==> src/rtl/barrel_shift_arbiter.sv <==
// Shared rotate-left unit arbitrated among R requesters, with a single registered output slot.
// Define BARREL_SHIFT_ARBITER_RR_EN for round-robin arbitration; otherwise the lowest index wins.
module barrel_shift_arbiter #(
   parameter int N = 32,
   parameter int R = 4,
   localparam int LOGN = $clog2(N),
   localparam int IDW  = (R > 1) ? $clog2(R) : 1
) (
   input  logic              clk,
   input  logic              rst_n,
   input  logic [R-1:0]      req_valid,
   output logic [R-1:0]      req_ready,
   input  logic [R*N-1:0]    req_a,
   input  logic [R*LOGN-1:0] req_amt,
   output logic              out_valid,
   input  logic              out_ready,
   output logic [N-1:0]      out_data,
   output logic [IDW-1:0]    out_id
);

   logic            out_valid_q, out_valid_d;
   logic [N-1:0]    out_data_q, out_data_d;
   logic [IDW-1:0]  out_id_q, out_id_d;
   logic [IDW-1:0]  grant_idx;
   logic            slot_free, accept;
   logic [N-1:0]    sel_a, rot;
   logic [LOGN-1:0] sel_amt;

`ifdef BARREL_SHIFT_ARBITER_RR_EN
   logic [IDW-1:0]  p_q, p_d;
   logic            grant_found;
   int              idx;

   // Search starts at the pointer and wraps; the first valid requester wins.
   always_comb begin
      grant_idx   = '0;
      grant_found = 1'b0;
      idx         = 0;
      for (int k = 0; k < R; k++) begin
         idx = int'(p_q) + k;
         if (idx >= R) idx = idx - R;
         if (!grant_found && req_valid[IDW'(idx)]) begin
            grant_found = 1'b1;
            grant_idx   = IDW'(idx);
         end
      end
   end

   always_comb begin
      p_d = p_q;
      if (accept) p_d = (grant_idx == IDW'(R - 1)) ? '0 : grant_idx + 1'b1;
   end
`else
   always_comb begin
      grant_idx = '0;
      for (int k = R - 1; k >= 0; k--) begin
         if (req_valid[IDW'(k)]) grant_idx = IDW'(k);
      end
   end
`endif

   // Gating with rst_n keeps req_ready low throughout reset, not just after the first edge.
   assign slot_free = !out_valid_q || out_ready;
   assign accept    = rst_n && slot_free && (|req_valid);

   genvar gi;
   generate
      for (gi = 0; gi < R; gi++) begin : g_ready
         assign req_ready[gi] = accept && (grant_idx == IDW'(gi));
      end
   endgenerate

   assign sel_a   = req_a[int'(grant_idx)*N +: N];
   assign sel_amt = req_amt[int'(grant_idx)*LOGN +: LOGN];

   // Logarithmic rotator: stage s rotates by 2**s when amount bit s is set.
   always_comb begin
      rot = sel_a;
      for (int s = 0; s < LOGN; s++) begin
         if (sel_amt[s]) rot = (rot << (1 << s)) | (rot >> (N - (1 << s)));
      end
   end

   always_comb begin
      out_valid_d = out_valid_q;
      out_data_d  = out_data_q;
      out_id_d    = out_id_q;
      if (accept) begin
         out_valid_d = 1'b1;
         out_data_d  = rot;
         out_id_d    = grant_idx;
      end else if (out_ready) begin
         out_valid_d = 1'b0;
      end
   end

   always_ff @(posedge clk or negedge rst_n) begin
      if (!rst_n) begin
         out_valid_q <= 1'b0;
         out_data_q  <= '0;
         out_id_q    <= '0;
`ifdef BARREL_SHIFT_ARBITER_RR_EN
         p_q         <= '0;
`endif
      end else begin
         out_valid_q <= out_valid_d;
         out_data_q  <= out_data_d;
         out_id_q    <= out_id_d;
`ifdef BARREL_SHIFT_ARBITER_RR_EN
         p_q         <= p_d;
`endif
      end
   end

   assign out_valid = out_valid_q;
   assign out_data  = out_data_q;
   assign out_id    = out_id_q;

endmodule

==> config.mk <==
export PLATFORM = sky130hd
export DESIGN_NAME = barrel_shift_arbiter
export DESIGN_NICKNAME = d
export VERILOG_FILES = /design/src/rtl/barrel_shift_arbiter.sv
export SDC_FILE = /design/constraint.sdc
export NUM_CORES = 1
export LEC_CHECK = 0
export ABC_AREA = 1
export CAP_MARGIN = 20
export CORE_AREA = 5 5 72 140
export CTS_BUF_LIST = sky130_fd_sc_hd__clkbuf_8 sky130_fd_sc_hd__clkbuf_16
export CTS_CLUSTER_SIZE = 24
export DETAILED_ROUTE_END_ITERATION = 6
export DIE_AREA = 0 0 77 145
export PLACE_DENSITY_LB_ADDON = 0.15
export REMOVE_ABC_BUFFERS = 1
export SKIP_CTS_REPAIR_TIMING = 1
export SYNTH_ARGS = -nofsm -noshare
export SYNTH_HDL_FRONTEND = slang
export SYNTH_SLANG_ARGS = --single-unit
==> constraint.sdc <==
create_clock -name clk -period 1.9 [get_ports clk]
set_input_delay 0.19 -clock clk [delete_from_list [all_inputs] [get_ports clk]]
set_output_delay 0.19 -clock clk [all_outputs]
set_load 0.005 [all_outputs]
# Word level (Yosys, flattened, before mapping)
# Cells that the tools add are included.
[word_totals]
elab_cells = 34
ram_bits = 0
mem_bits_ro = 0
register_bits = 35
latchBits = 0
out_inout_bits = 39
memories = 0
[op_classes]
n_eq_ne = 3
n_bitwise = 5
shifts = 2
multipliers = 1
n_reduce_logical = 11
n_mux = 9
addsub = 0
n_lt_le_gt_ge = 0
div_mod_pow = 0
[op_table]
columns = ["op", "count"]
rows = [
  ["two-way mux 32 bit", 5],
  ["indexed part select 128 x 8 -> 32 bit", 1],
  ["OR 32 x 1 -> 32 bit", 1],
  ["OR 32 x 16 -> 32 bit", 1],
  ["OR 32 x 2 -> 32 bit", 1],
  ["OR 32 x 4 -> 32 bit", 1],
  ["OR 32 x 8 -> 32 bit", 1],
  ["indexed part select 20 x 6 -> 5 bit", 1],
  ["logical AND 1 bit", 6],
  ["multiplier 2 x 3 -> 5 bit (second input constant)", 1],
  ["== test 2 bit (second input constant)", 2],
  ["two-way mux 2 bit", 2],
  ["OR reduction 4 bit", 1],
  ["== test 2 x 1 -> 1 bit (second input constant)", 1],
  ["logical NOT 2 bit", 1],
  ["two-way mux 1 bit", 2],
  ["nonzero test 2 bit", 1],
  ["logical NOT 1 bit", 1],
  ["logical OR 1 bit", 1],
]

# Longest topological paths before layout
[logic_depth]
ltp_word = 13
depth_mapped = 12
mapped_depth_nobuf = 10

# Least setup slack after synthesis
# Ideal clock, no wire load.
[synth_path]
kind = "register to output"
startpoint = "reg out_valid_q, in the netlist out_valid"
endpoint = "out req_ready[1]"
slack_ns = 0.485
path_stages_with_launch = 7
arrival_time_ns = 1.225
cell_sequence = "dfrtp_1 -> inv_1 -> nor2_1 -> nor2_1 -> clkbuf_1 -> nand2_1 -> inv_1"
[synth_via]
elab_chain_cells = 5
[synth_lines]
columns = ["item", "line_no", "rtl"]
rows = [
  ["start, declared", "21", "logic out_valid_q, out_valid_d;"],
  ["start signal, assigned", "106", "out_valid_q <= out_valid_d;"],
  ["logical NOT 1 bit", "63", "assign slot_free = !out_valid_q || out_ready;"],
  ["logical OR 1 bit", "63", ""],
  ["logical AND 1 bit (2 in series)", "64", "assign accept = rst_n && slot_free && (|req_valid);"],
  ["logical AND 1 bit", "69", "assign req_ready[gi] = accept && (grant_idx == IDW'(gi));"],
  ["end, declared", "12", "output logic [R-1:0] req_ready,"],
]
# No other way between the ends.

# Final worst setup path
[layout_path]
startpoint = "in req_valid[0]"
endpoint = "reg out_data_q[20], in the netlist out_data[20]"
[layout_via]
elab_chain_cells = 12
elab_cells_between_ends = 16
classes_between = "mul: 1; shift: 2; mux: 6; bitwise: 5; reduce/logical: 2"
[layout_lines]
columns = ["item", "line_no", "rtl"]
rows = [
  ["start, declared", "11", "input logic [R-1:0] req_valid,"],
  ["two-way mux 2 bit", "57", "if (req_valid[IDW'(k)]) grant_idx = IDW'(k);"],
  ["multiplier 2 x 3 -> 5 bit / indexed part select 128 x 8 -> 32 bit (equally long branches)", "74, 73", ""],
  ["indexed part select 20 x 6 -> 5 bit / OR 32 x 1 -> 32 bit (equally long branches)", "74, 80", ""],
  ["two-way mux 32 bit", "80", "if (sel_amt[s]) rot = (rot << (1 << s)) | (rot >> (N - (1 << s)));"],
  ["OR 32 x 2 -> 32 bit", "80", ""],
  ["two-way mux 32 bit", "80", ""],
  ["OR 32 x 4 -> 32 bit", "80", ""],
  ["two-way mux 32 bit", "80", ""],
  ["OR 32 x 8 -> 32 bit", "80", ""],
  ["two-way mux 32 bit", "80", ""],
  ["OR 32 x 16 -> 32 bit", "80", ""],
  ["two-way mux 32 bit", "80", ""],
  ["end signal, assigned", "107", "out_data_q <= out_data_d;"],
  ["end, declared", "22", "logic [N-1:0] out_data_q, out_data_d;"],
]
# Several ways; a longest one is shown, not always the timed one.
# A chain may end at the register's enable or synchronous reset.

==> impl_metrics.ini <==
[layout]
layout.nets = 966
final_cell_mix = 219 x nand2_1, 216 x nand3_1, 113 x clkdlybuf4s50_1
drive_above_1_share_pct = 18.1
final_util_pct = 68.6
final_common_cell = nand2_1
area_growth_pct = 60.2
antenna-diode-count = 0

[timing]
finalSetupViolations = 0
fmax_mhz = 572
final-max-slew-violation-count = 0
grt_setup_unrepaired = no
fin_crit_ns = 1.75
layout_setup_ws_ns = 0.152
skew_ns = 0.00544
tns_ns = 0
final_hold_viol_count = 0
post-route-period-util_pct = 92.0
whs_ns = 0.396

[worst_setup_path]
cpMostUsedCell = nand3_1
worst_r2r_path_depth = 6
cpMaxStageDelayCell = o21ai_4
critPathBufInv = 6
cp-start-kind = input pin
crit_fanout = 8
r2r_setup_slack_ns = 0.54
worstPathArrival_ns = 1.91
crit_path_max_incr_delay_ns = 0.26
cp_top_family = buffers and inverters
r2r-start = out_valid$_DFFE_PN0P_
worstPathCellList = dlymetal6s2s_1 -> buf_6 -> buf_4 -> buf_4 -> o21ai_4 -> inv_4 -> clkbuf_16 -> nand3_1 -> nand3_2 -> nand3_2 -> nand3_1 -> nand3_1 -> nand2_1
cp-end-kind = register
worst_ep_required_time_ns = 2.07
r2r_end = out_data[16]$_DFFE_PN0P_
path_class = in2reg

[synthesis]
ys_seq_area_share_pct = 22.3
ys_ff_latch = 34
netlist_instances = 692
syn_area_um2 = 3810
synth_cell_type_count = 17
ys_warn_count = 0
syn_avg_cell_area_um2 = 5.51

[floorplan]
die_x_um = 77
rows = 49
ios = 194
initial_utilization_pct = 42.9
die_area_um2 = 11200
fp.dieH_um = 145
fp.coreArea_um2 = 8890

[status]
run_status = finished, final reports clean

[clock_network]
cts_root_buffer = clkbuf_16
cts.sinks = 34
cts_buffers = 5
cts_buffer_depth = 2
clk_latency_ns = 0.28
clk_pin_slew_worst_paths_ns = 0.06
ctsHtreeMaxLevel = 2
cts_tree = done

[detailed_routing]
drc = 0
vias = 5264
vias_per_cell = 5.76
final_antenna_net_count = 0
drt_wl_total_um = 16100
drtPass1Iterations = 5
post_drt_wl_per_cell_um = 17.6
drt_iter0_drc = 558

[job]
max_cap_violations = 0

[power_and_ir_drop]
p_leak_nw = 3.14
ir_drop_uv = 832
power_per_cell_area_nw_per_um2 = 626
total_power_mw = 3.82

[placed_design]
io_buffers = 116
pre_cts_ws_ns = -0.363
routabilityCongestion = 1.03
hpwl_um = 11300

[global_route]
grt_max_degree = 35
grt.met3_usage_pct = 4.09
grt_pass1_vias = 4761
track_usage_pct = 24.5
met2_usage_pct = 42.5
antenna_found_initial = 0
grt_overflow_total = 0
met1_usage_pct = 28.9
grt_pass1_wl_um = 23100
busiest_layer = met2

[hold_path]
hp-class = in2async
-- synth_stat cells --
cell type,instances,area [um^2]
dfrtp_1,34,851
o21ai_0,1,5.00
conb_1,1,3.75
clkbuf_1,14,52.6
buf_6,4,45.0
buf_4,10,75.1
nand2_1,233,875
nand2_2,2,12.5
or2_1,1,6.26
or4_1,1,7.51
inv_2,3,11.3
buf_2,19,95.1
o21ai_2,4,35.0
nand3_1,288,1440
nor2_1,3,11.3
inv_1,72,270
or2_2,2,12.5
-- cells by family (layout without fill, tap and decap cells) --
| kind of cell | Yosys count | count (layout) | synth area share (%) |
|---|---|---|---|
| flip-flops | 34 | 34 | 22.3 |
| other | 1 | 3 | 0.0984 |
| buffers and inverters | 122 | 240 | 14.4 |
| AND/OR/NAND/NOR | 530 | 530 | 62.1 |
| AO/OA/AOI/OAI | 5 | 5 | 1.05 |
-- cell type report --
class                   count  area (um^2)
repair buffers            157         1790
clock buffers               6          139
fillers                   808         2790
flip-flops and latches     34          851
clock inverters             2         8.76
inverters                  75          287
well taps                 102          128
multi-input cells         538         2900
-- registers in the layout, summed over array words and instances, names as in the netlist --
| register | cells |
|---|---|
| out_data | 32 |
| out_id | 1 |
| out_valid | 1 |
-- metal layers --
layer / part of all wire (%) / wire length (um)
met4: 6.5 / 1050
met5: 0 / 0
met3: 6.9 / 1110
met2: 50 / 8040
met1: 37 / 5920
-- worst max path at each step --
stage	startpoint	end	depth (start not counted)
6_report	req_valid[0]	out_data[20]$_DFFE_PN0P_	13
5_1_grt	req_valid[0]	out_data[19]$_DFFE_PN0P_	13
3_3_place_gp	req_valid[0]	out_data[17]$_DFFE_PN0P_	14
4_1_cts	req_valid[0]	req_ready[1]	8
2_1_floorplan	out_valid$_DFFE_PN0P_	req_ready[0]	5
3_5_place_dp	req_valid[0]	out_data[25]$_DFFE_PN0P_	13
-- through the flow --
stage	cells	instance area (um^2)
finish	914	6100
global route	914	6100
CTS	899	5330
detailed placement	891	5190
global placement	891	5190
floorplan	647	3550
-- power breakdown --
group	internal (mW)	switching, mW	leakage (nW)	total, mW
Combinational	0.962	1.07	2.65	2.03
Sequential	0.882	0.0978	0.412	0.980
Clock	0.514	0.301	0.0780	0.815
(Power assumes the default switching activity.)
